[src/rtl/relu_stream_unit_pkg.sv]
// Shared definitions for the relu_stream_unit activation stage.
// Mode encodings and the lane slicing helper used by the top and the lane datapath.
package relu_stream_unit_pkg;

    typedef enum logic [1:0] {
        MODE_RELU  = 2'd0,
        MODE_LEAKY = 2'd1,
        MODE_CLAMP = 2'd2,
        MODE_PASS  = 2'd3
    } mode_e;

    // LSB position of a lane inside a flat multi-lane bus.
    function automatic int unsigned lane_lsb(input int unsigned lane, input int unsigned width);
        return lane * width;
    endfunction

endpackage

[src/rtl/relu_lane_datapath.sv]
// One lane of the activation stage: the S1 activation function and the S2 signed saturation.
// Both paths are purely combinational; the top owns the pipeline registers between them.
module relu_lane_datapath
    import relu_stream_unit_pkg::*;
#(
    parameter int DATA_WIDTH   = 32,
    parameter int RESULT_WIDTH = 64,
    parameter int SHIFT_WIDTH  = 6
) (
    input  logic [RESULT_WIDTH-1:0] x_i,
    input  mode_e                   mode_i,
    input  logic [SHIFT_WIDTH-1:0]  shift_i,
    input  logic [DATA_WIDTH-1:0]   cap_i,
    output logic [RESULT_WIDTH-1:0] act_o,
    input  logic [RESULT_WIDTH-1:0] sat_i,
    output logic [DATA_WIDTH-1:0]   sat_o
);

    logic signed [RESULT_WIDTH-1:0] x;
    logic signed [RESULT_WIDTH-1:0] cap_ext;
    logic signed [RESULT_WIDTH-1:0] act;
    logic [RESULT_WIDTH-DATA_WIDTH:0] sat_hi;

    assign x       = $signed(x_i);
    assign cap_ext = $signed({{(RESULT_WIDTH-DATA_WIDTH){1'b0}}, cap_i});

    always_comb begin
        act = x;
        case (mode_i)
            MODE_RELU:  if (x < 0) act = '0;
            // Arithmetic shift saturates to -1 for large shifts on negative inputs.
            MODE_LEAKY: if (x < 0) act = x >>> shift_i;
            MODE_CLAMP: begin
                if (x < 0)            act = '0;
                else if (x > cap_ext) act = cap_ext;
            end
            default:    act = x;
        endcase
    end

    assign act_o = act;

    // In range exactly when every bit from the output sign bit upward matches.
    assign sat_hi = sat_i[RESULT_WIDTH-1:DATA_WIDTH-1];

    always_comb begin
        if ((&sat_hi) || !(|sat_hi))
            sat_o = sat_i[DATA_WIDTH-1:0];
        else if (sat_i[RESULT_WIDTH-1])
            sat_o = {1'b1, {(DATA_WIDTH-1){1'b0}}};
        else
            sat_o = {1'b0, {(DATA_WIDTH-1){1'b1}}};
    end

endmodule

[src/rtl/relu_stream_unit.sv]
// Multi-lane activation stage: S1 registers activated results, S2 registers saturated outputs.
// Valid/ready backpressure through both stages plus a wrapping per-group output index.
module relu_stream_unit
    import relu_stream_unit_pkg::*;
#(
    parameter int LANES        = 2,
    parameter int DATA_WIDTH   = 32,
    parameter int RESULT_WIDTH = 64,
    parameter int INDEX_WIDTH  = 34,
    parameter int CELL_AMOUNT  = 2,
    parameter int SHIFT_WIDTH  = 6
) (
    input  logic                          clk,
    input  logic                          reset_n,
    input  logic [LANES*RESULT_WIDTH-1:0] input_result,
    input  logic                          input_valid,
    output logic                          input_ready,
    input  logic [1:0]                    mode,
    input  logic [SHIFT_WIDTH-1:0]        shift,
    input  logic [DATA_WIDTH-1:0]         cap,
    output logic [LANES*DATA_WIDTH-1:0]   output_value,
    output logic [INDEX_WIDTH-1:0]        output_index,
    output logic                          output_enable,
    output logic                          output_last,
    input  logic                          output_ready
);

    localparam logic [INDEX_WIDTH-1:0] IDX_LAST = INDEX_WIDTH'(CELL_AMOUNT - 1);

    logic [LANES*RESULT_WIDTH-1:0] act_w;
    logic [LANES*DATA_WIDTH-1:0]   sat_w;
    logic [LANES*RESULT_WIDTH-1:0] s1_data_d, s1_data_q;
    logic [LANES*DATA_WIDTH-1:0]   s2_data_d, s2_data_q;
    logic                          s1_valid_d, s1_valid_q;
    logic                          s2_valid_d, s2_valid_q;
    logic [INDEX_WIDTH-1:0]        idx_d, idx_q;
    logic                          s1_load, s2_load, out_xfer;

    for (genvar g = 0; g < LANES; g++) begin : g_lane
        relu_lane_datapath #(
            .DATA_WIDTH  (DATA_WIDTH),
            .RESULT_WIDTH(RESULT_WIDTH),
            .SHIFT_WIDTH (SHIFT_WIDTH)
        ) u_lane (
            .x_i    (input_result[lane_lsb(g, RESULT_WIDTH) +: RESULT_WIDTH]),
            .mode_i (mode_e'(mode)),
            .shift_i(shift),
            .cap_i  (cap),
            .act_o  (act_w[lane_lsb(g, RESULT_WIDTH) +: RESULT_WIDTH]),
            .sat_i  (s1_data_q[lane_lsb(g, RESULT_WIDTH) +: RESULT_WIDTH]),
            .sat_o  (sat_w[lane_lsb(g, DATA_WIDTH) +: DATA_WIDTH])
        );
    end

    // Mode/shift/cap act at acceptance, so the beat carries its own configuration.
    always_comb begin
        s2_load    = !s2_valid_q || output_ready;
        s1_load    = !s1_valid_q || s2_load;
        out_xfer   = s2_valid_q && output_ready;
        s1_valid_d = s1_valid_q;
        s1_data_d  = s1_data_q;
        s2_valid_d = s2_valid_q;
        s2_data_d  = s2_data_q;
        idx_d      = idx_q;
        if (s1_load) begin
            s1_valid_d = input_valid;
            if (input_valid) s1_data_d = act_w;
        end
        if (s2_load) begin
            s2_valid_d = s1_valid_q;
            if (s1_valid_q) s2_data_d = sat_w;
        end
        if (out_xfer) idx_d = (idx_q == IDX_LAST) ? '0 : idx_q + 1'b1;
    end

    always_ff @(posedge clk or negedge reset_n) begin
        if (!reset_n) begin
            s1_valid_q <= 1'b0;
            s1_data_q  <= '0;
            s2_valid_q <= 1'b0;
            s2_data_q  <= '0;
            idx_q      <= '0;
        end else begin
            s1_valid_q <= s1_valid_d;
            s1_data_q  <= s1_data_d;
            s2_valid_q <= s2_valid_d;
            s2_data_q  <= s2_data_d;
            idx_q      <= idx_d;
        end
    end

    assign input_ready   = s1_load;
    assign output_enable = s2_valid_q;
    assign output_value  = s2_valid_q ? s2_data_q : '0;
    assign output_index  = idx_q;
    assign output_last   = s2_valid_q && (idx_q == IDX_LAST);

endmodule

[config.mk]
export PLATFORM = sky130hd
export DESIGN_NAME = relu_stream_unit
export DESIGN_NICKNAME = d
export VERILOG_FILES = /design/src/rtl/relu_stream_unit_pkg.sv /design/src/rtl/relu_lane_datapath.sv /design/src/rtl/relu_stream_unit.sv
export SDC_FILE = /design/constraint.sdc
export NUM_CORES = 1
export LEC_CHECK = 0
export CORE_ASPECT_RATIO = 1.5
export CORE_MARGIN = 1.5
export CORE_UTILIZATION = 30
export DETAILED_ROUTE_END_ITERATION = 8
export DONT_BUFFER_PORTS = 1
export MAX_ROUTING_LAYER = met4
export SLEW_MARGIN = 20
export SYNTH_ARGS = -nofsm -noshare
export SYNTH_HDL_FRONTEND = slang
export SYNTH_HIERARCHICAL = 1
export SYNTH_SLANG_ARGS = --single-unit
[constraint.sdc]
create_clock -name clk -period 2.2 [get_ports clk]
set_input_delay 0.55 -clock clk [delete_from_list [all_inputs] [get_ports clk]]
set_output_delay 0.55 -clock clk [all_outputs]
set_load 0.01 [all_outputs]
### After elaboration in Yosys (flattened, before gate mapping)

Cells that the tools add are included.
Widths: inputs -> output; s select.

* register bits: 228
* bits of input ports: 172
* output and inout port bits: 101

* reductions and logical operators: 17
* $lt $le $gt $ge: 4
* multiplexer cells: 16
* shift-type cells: 2
* equal/unequal tests: 3
* add/subtract/negate cells: 1

Operators by type and width (number)
* $mux 64: 9
* $pmux 64 s3: 2
* $gt 64x33->1: 2
* $lt 64x1->1 const B: 2
* $mux 32: 4
* $sshr 64x6->64: 2
* $reduce_and 33->1: 2
* $reduce_or 33->1: 2
* $add 34x1->34 const B: 1
* $eq 34x1->1 const B: 1
* $mux 34: 1
* $logic_not 1->1: 4
* $logic_or 1x1->1: 4
* $reduce_and 2->1: 2
* $eq 2x1->1 const B: 1
* $eq 2x2->1 const B: 1
* $logic_and 1x1->1: 2
* $logic_not 2->1: 1

### Depth between registers and ports, before layout

Gate-level depths: netlist of run 1.

* depth after elaboration: 4
* mapped depth: 12
* mapped depth without buffers: 10

### Modules after synthesis

The synthesis of run 1 kept the hierarchy.

Modules (own cells, without submodules)
* relu_lane_datapath: area each 6578.8 µm², times used 2, cells an instance 827, seq. area each 0.0 µm²
* relu_stream_unit: area each 9437.8 µm², times used 1, cells an instance 647, seq. area each 5705.5 µm²

### Least setup slack after synthesis of run 1

No wires, ideal clock.

* kind: input to register
* start point: input port cap[29]
* end point: register s1_data_q[23]
* setup time: 125 ps
* cell stages on the path: 11
* arrival: 2942 ps
* slack: -866 ps
* cell sequence: inv_1 ha_1 a21o_1 a21o_1 a2111oi_2 o211ai_1 o311ai_4 nor2_2 buf_2 a221o_1 mux2_2

* longest elaborated chain between the ends: 4

Ends and longest elaborated chain
* from (decl): RTL line relu_stream_unit.sv:20 `input logic [DATA_WIDTH-1:0] cap,`
* $gt 64x33->1: RTL line relu_lane_datapath.sv:35 `else if (x > cap_ext) act = cap_ext;`
* $mux 64: RTL line relu_lane_datapath.sv:35
* $mux 64: RTL line relu_lane_datapath.sv:34 `if (x < 0) act = '0;`
* $pmux 64 s3: RTL line relu_lane_datapath.sv:29 `case (mode_i)`
* named net act_w[23]: RTL line relu_stream_unit.sv:30 `logic [LANES*RESULT_WIDTH-1:0] act_w;`
* to (signal assigned): RTL line relu_stream_unit.sv:85 `s1_data_q <= s1_data_d;`
* to (decl): RTL line relu_stream_unit.sv:32 `logic [LANES*RESULT_WIDTH-1:0] s1_data_d, s1_data_q;`

The timed path passes the listed nets, and every way through them passes these cells.
A chain may end at the register's enable or synchronous reset.

### Worst setup path in the final report of run 1

* start point: input port cap[26]
* end point: register s1_data_q[17]

Same word-level chain as after synthesis.

==> out/metrics.yaml, run 1 <==
yosys:
  synthTopCellsByArea: "dfrtp_1 (25%), mux2_2 (14%), mux4_2 (13%)"
  synth_cell_type_count: 76
  syn-cell-area_um2: 22600
  avgSynthCellArea_um2: 9.82
  synth_compound_area_share_pct: 17.9
  synth_edf_count: 0
  synth_mux_area_share_pct: 31.6
  async_flop_share_pct: 100
  synth.yosys.seq_area_share_pct: 25.3
  synth-simple-area-share_pct: 14.6
  synth_seq_cells: 228
  synth_top_family_by_area: "multiplexers"
  syn_inst: 2301
  syn_nets: 2539
  synth_ff_type: "dfrtp_1"
  synth.largest_area_cell: "dfrtp_1"
  ys_warn_count: 6
  synth_fa_ha_area_share_pct: 3.65
  synthDominantCellAreaShare_pct: 25.3
  synth-xor-area-share_pct: 1.20
critical_path:
  cp_cell_sequence: "inv_12 > ha_4 > nand4_1 > nor4_2 > buf_4 > inv_2 > o211ai_1 > buf_4 > o311a_4 > o21ai_4 > buf_12 > a221o_1 > buf_12 > mux2_4"
  worstSetupPathType: "input pin to flip-flop"
  timing.rr.end: "s2_data_q[49]"
  cp.arrival_ns: 3.31
  crit_fanout: 20
  slowest_delay_ns: 0.42
  critPathLaunch: "cap[26]"
  cp-endpoint: "s1_data_q[17]"
  rr_worst_depth: 7
  rr_startpoint: "s1_data_q[105]"
  crit_required_ns: 2.70
  cp-end-kind: "flip-flop"
  critPathLaunchType: "input pin"
  slowest_stage: "nor4_2"
  reg2reg_slack_ns: -0.32
cts:
  path_clk_slew_ns: 0.06
  clk_latency_ns: 0.61
  cts_tree: "done"
  cts_buffers: 27
  clockBufferDepth: 3
  cts_root_buffer: "clkbuf_16"
  clock_sinks: 228
  htree_levels: 1
detailed_routing:
  drt_iter0_markers: 1985
  wire_per_inst_um: 34.1
  ant_nets: 0
  drt-total-wl_mm: 127
  dr.pass1.iters: 6
  vias_per_cell: 6.14
  vias: 22900
  drc: 0
die:
  initial_core_util_pct: 30.2
  die_w_um: 227
  io_pins: 273
  coreArea_um2: 74800
  rows: 123
  die_y_um: 339
  fp.dieArea_um2: 77000
global_route:
  grt-busiest-layer: "met2"
  use_met2_pct: 55.3
  grtUsageMet1_pct: 31.4
  overflow: 0
  grt_pass1_wl_mm: 179
  grt_pass1_vias: 24100
  met3_usage_pct: 7.65
  grt_max_degree: 229
  grt_usage_pct: 33.5
  antenna_found_initial: 4
cells_and_area:
  postLayoutCellArea_um2: 31100
  final_common_cell: "buf_4"
  layout.nets: 2936
  drive_gt1_share_pct: 47.0
  fillers: 7289
  final_cell_mix: "buf_4 (475), dfrtp_1 (226), mux2_2 (198)"
  syn_to_final_growth_pct: 37.5
run:
  maxCapViolCount: 0
sta:
  hold_ws_ns: -0.350
  slew_viol_final: 0
  fin_worst_skew_ns: 0.0264
  final-setup-viol-count: 189
  tightest_slew_ns: 1.16
  fin_crit_ns: 2.81
  clock.fmax_mhz: 356
  fin_ws_ns: -0.612
  timing.final.crit_share_pct: 128
  rsz0062_at_grt: "true"
  slew_headroom_pct: 22.2
  hold_violations: 228
status:
  status: "complete, but fails checks"
  violations: "negative hold slack, negative setup slack"
placement:
  pre_cts_slack_ns: -1.66
  port-buffer-count: 0
  place_area_um2: 27900
  gp_congestion: 1.05
  dp_hpwl_mm: 97.6
pwr:
  peakVddDrop_uv: 642
  p_leak_nw: 13.1
  p_per_area_nw_per_um2: 580
worst_hold_path:
  hold_class: "input pin to async pin"
## flip-flops by register name, indices dropped and copies added, names as in the netlist
name           flops
output_enable      1
s2_data_q         64
output_index      34
s1_data_q        128
s1_valid_q         1
## worst max-delay path, delay by kind of cell
| kind | cells | cell delay, ns |
|---|---|---|
| AO/OA/AOI/OAI | 4 | 0.92 |
| multiplexers | 1 | 0.25 |
| adder cells (fa/ha/maj) | 1 | 0.25 |
| buffers and inverters | 6 | 0.73 |
| AND/OR/NAND/NOR | 2 | 0.59 |
## synthesized netlist by cell type (all sizes together) (25+ instances only)
cell / count
mux2: 278
dfrtp: 228
nor2: 158
nand2: 135
mux4: 134
buf: 105
mux2i: 100
inv: 92
a21oi: 90
a21o: 84
and2: 84
clkbuf: 80
o21ai: 70
ha: 66
nand4: 54
a221o: 52
nor4: 49
a211oi: 44
o2bb2ai: 44
nor3: 39
nand3: 32
o211ai: 28
xnor2: 25
## what timing repair did
item | in CTS | in global routing
pin swaps | 48 | 46
resized for setup | 212 | 138
cloned | 17 | 2
setup buffers | 39 | 15
setup endpoints to repair | 201 | 214
hold endpoints to repair | 228 | 228
## per-layer routing
layer	vias up	wire, um
li1	9674	-
met1	11400	39300
met2	1225	61700
met3	516	9870
met4	0	16200
met5	-	0
## report_power, final
group	internal, mW	total (mW)	switching (mW)
logic	3.84	7.30	3.46
registers	4.89	5.71	0.820
clock network	2.92	5.03	2.11
## how the worst min path moves through the flow
stage	to	slack [ns]
6_report	output_index[33]	-0.35
5_1_grt	output_index[33]	-0.38
4_1_cts	s2_data_q[45]	-0.39
3_5_place_dp	output_index[33]	0.26
3_3_place_gp	output_index[33]	0.26
2_1_floorplan	output_enable	0.25
## kinds of logic (layout without fill, tap and decap cells)
| logic type | count (synthesis) | after routing |
|---|---|---|
| muxes | 512 | 512 |
| AOI/OAI and AO/OA | 545 | 545 |
| DFF | 228 | 228 |
| and+or+nand+nor | 640 | 642 |
| other | 0 | 5 |
| xor gates and xnor gates | 31 | 31 |
| buffers and inverters | 279 | 695 |
| adders and majority gates | 66 | 66 |
## through the flow
stage	power, mW	util, %	TNS [ns]	instances
after floorplan	9.34	-	-69.26	2301
after global placement	12.2	37.3	-192.17	3619
after detailed placement	12.3	37.3	-195.38	3619
after CTS	18.0	40.9	-55.53	3717
after global routing	18.7	41.5	-83.89	3723
final	18.0	41.5	-72.40	3724
## area by class of cell
class	count	area, um^2	share of cell area (%)
multi-input cells	1796	17700	57.1
flip-flops and latches	228	5710	18.4
repair buffers	551	4920	15.8
clock inverters	16	220	0.709
well taps	1000	1250	4.03
diodes	5	12.5	0.0403
clock buffers	34	752	2.42
inverters	94	478	1.54
No activity file was read; power rests on OpenSTA's default activity.
==> inputs of run 2 (changes only) <==
Clock period 2.2 ns to 2.3 ns, I/O delays scaled along.
==> out/metrics.yaml, run 2 (synthesized netlist as in run 1, its figures left out) <==
critical_path:
  worstSetupPathType: "input pin to flip-flop"  # unchanged
  rr_startpoint: "s1_data_q[125]"  # was s1_data_q[105]
  cp-end-kind: "flip-flop"  # unchanged
  critPathLaunchType: "input pin"  # unchanged
  crit_fanout: 7  # was 20
  critPathLaunch: "cap[29]"  # was cap[26]
  crit_required_ns: 2.84  # was 2.70 ns
  cp.arrival_ns: 3.30  # was 3.31 ns
global_route:
  antenna_found_initial: 4  # unchanged
  grt_usage_pct: 33.9  # was 33.5%
  grt_pass1_vias: 23700  # was 24100
  grt_pass1_wl_mm: 179  # about the same
  overflow: 0  # unchanged
  grt_max_degree: 229  # unchanged
cells_and_area:
  final_common_cell: "buf_4"  # unchanged
  top_register: "s1_data_q"  # unchanged
  syn_to_final_growth_pct: 36.7  # was 37.5%
  fillers: 7335  # was 7289
  multiInputGateArea_um2: 17900  # was 17700 um^2
  regArea_um2: 5710  # about the same
  layout.nets: 2901  # was 2936
  final_core_util_pct: 41.3  # was 41.5%
  drive_gt1_share_pct: 45.3  # was 47.0%
  final_cell_mix: "buf_4 (436), dfrtp_1 (224), mux2_2 (186)"  # was buf_4 (475), dfrtp_1 (226), mux2_2 (198)
  largest_register_ffs: 128  # unchanged
detailed_routing:
  vias_per_cell: 6.13  # was 6.14
  dr.pass1.iters: 7  # was 6
  drc: 0  # unchanged
  drt_iter0_markers: 1748  # was 1985
  vias: 22600  # was 22900
  wire_per_inst_um: 35.1  # was 34.1 um
  ant_nets: 0  # unchanged
  drt-total-wl_mm: 129  # was 127 mm
pwr:
  p_per_area_nw_per_um2: 560  # was 580 nW/um^2
  p_seq_share_pct: 31.5  # was 31.7%
  p_leak_nw: 13.0  # was 13.1 nW
  peakVddDrop_uv: 619  # was 642 uV
  clock_power_share_pct: 27.7  # was 27.9%
  p_sw_mw: 6.20  # was 6.38 mW
  swShare_pct: 35.9  # was 35.4%
  p_int_mw: 11.1  # was 11.7 mW
  comb_power_share_pct: 40.8  # was 40.5%
sta:
  slew_viol_final: 0  # unchanged
  slew_headroom_pct: 17.2  # was 22.2%
  fin_worst_skew_ns: 0.0213  # was 0.0264 ns
  fin_ws_ns: -0.458  # was -0.612 ns
  final-setup-viol-count: 189  # unchanged
  tightest_slew_ns: 1.24  # was 1.16 ns
  setup_tns_ns: -52.23  # was -72.40 ns
  hold_ws_ns: -0.322  # was -0.350 ns
  hold_violations: 228  # unchanged
  rsz0062_at_grt: "true"  # unchanged
  timing.final.crit_share_pct: 120
  clock.fmax_mhz: 363
  fin_crit_ns: 2.76
run:
  maxCapViolCount: 0  # unchanged
cts:
  cts_tree: "done"  # unchanged
  path_clk_slew_ns: 0.06  # about the same
  cts_root_buffer: "clkbuf_16"  # unchanged
  clk_latency_ns: 0.62  # was 0.61 ns
  htree_levels: 1  # unchanged
  clock_sinks: 228  # unchanged
  clockBufferDepth: 3  # unchanged
  cts_buffers: 28  # was 27
status:
  violations: "negative hold slack, negative setup slack"  # unchanged
  status: "complete, but fails checks"  # unchanged
die:
  coreArea_um2: 74800  # unchanged
  die_w_um: 227  # unchanged
  rows: 123  # unchanged
  die_y_um: 339  # unchanged
  initial_core_util_pct: 30.2  # unchanged
  io_pins: 273  # unchanged
  fp.dieArea_um2: 77000  # unchanged
placement:
  dp_hpwl_mm: 99.2  # was 97.6 mm
  pre_cts_slack_ns: -1.21  # was -1.66 ns
  gp_congestion: 1.06  # was 1.05
  port-buffer-count: 0  # unchanged
worst_hold_path:
  hold_class: "input pin to async pin"  # unchanged
run 2: changes by cell type in the layout (fill, tap and decap cells not counted), sizes merged:
| cell | previous run | this run |
|---|---|---|
| clkbuf | 39 | 44 |
| buf | 546 | 507 |
| nor2 | 160 | 161 |
| inv | 95 | 92 |
| bufinv | 4 | 3 |
| clkinv | 7 | 8 |
run 2: critical path, stage by stage:
cell	delay, ns
inv_12	0.01
ha_4	0.22
a21o_1	0.15
a21o_1	0.20
a2111oi_4	0.34
o211ai_1	0.26
o311a_1	0.39
o21ai_4	0.28
buf_12	0.19
buf_12	0.13
buf_12	0.12
buf_12	0.12
o2bb2ai_4	0.13
mux2_4	0.16
run 2: final cells by class:
class	instances	area share, %
clock buffers	37	2.57
multi-input cells	1797	57.9
clock inverters	13	0.579
flip-flops and latches	228	18.5
inverters	94	1.45
diodes	5	0.0405
repair buffers	514	14.9
well taps	1000	4.05
run 2: what timing repair did:
action | CTS | global route
pin swaps | 74 | 71
resized for setup | 230 | 116
hold endpoints to repair | 228 | 228
setup endpoints to repair | 189 | 189
buffers inserted | 46 | 10
cloned | 19 | 0
run 2: path summary, 6_finish.rpt:
| kind | to | slack, ns | depth (start not counted) |
|---|---|---|---|
| max reg2reg | s2_data_q[32] | -0.36 | 9 |
| min | output_index[23] | -0.32 | 0 |
| min in group clk | s1_valid_q | 0.08 | 1 |
| max | s1_data_q[121] | -0.46 | 14 |
| max in group asynchronous | s1_data_q[31] | 2.13 | 0 |
| min reg2reg | s2_data_q[7] | 0.50 | 1 |
run 2: power by group through the flow:
stage          registers (mW)  clock network [mW]  logic, mW
2_1_floorplan            5.08                   0       3.83
3_3_place_gp             5.41                   0       6.29
3_5_place_dp             5.45                   0       6.33
4_1_cts                  5.39                4.91       6.90
5_1_grt                  5.47                5.07       7.38
6_report                 5.45                4.79       7.05
run 2: metrics by stage:
step / instance area [um^2] / power (mW) / std cells
floorplan: 23700 / 8.91 / 2301
global placement: 27700 / 11.7 / 3588
detailed placement: 27700 / 11.8 / 3588
CTS: 30500 / 17.2 / 3684
global route: 30900 / 17.9 / 3687
finish: 30900 / 17.3 / 3688
run 2: routing by layer:
layer | share of wire [%] | global-route usage (%) | wire (um)
met1 | 31 | 30.1 | 39600
met5 | 0 | - | 0
met4 | 13 | 35.7 | 17400
met3 | 7.3 | 8.38 | 9450
met2 | 49 | 56.4 | 62900
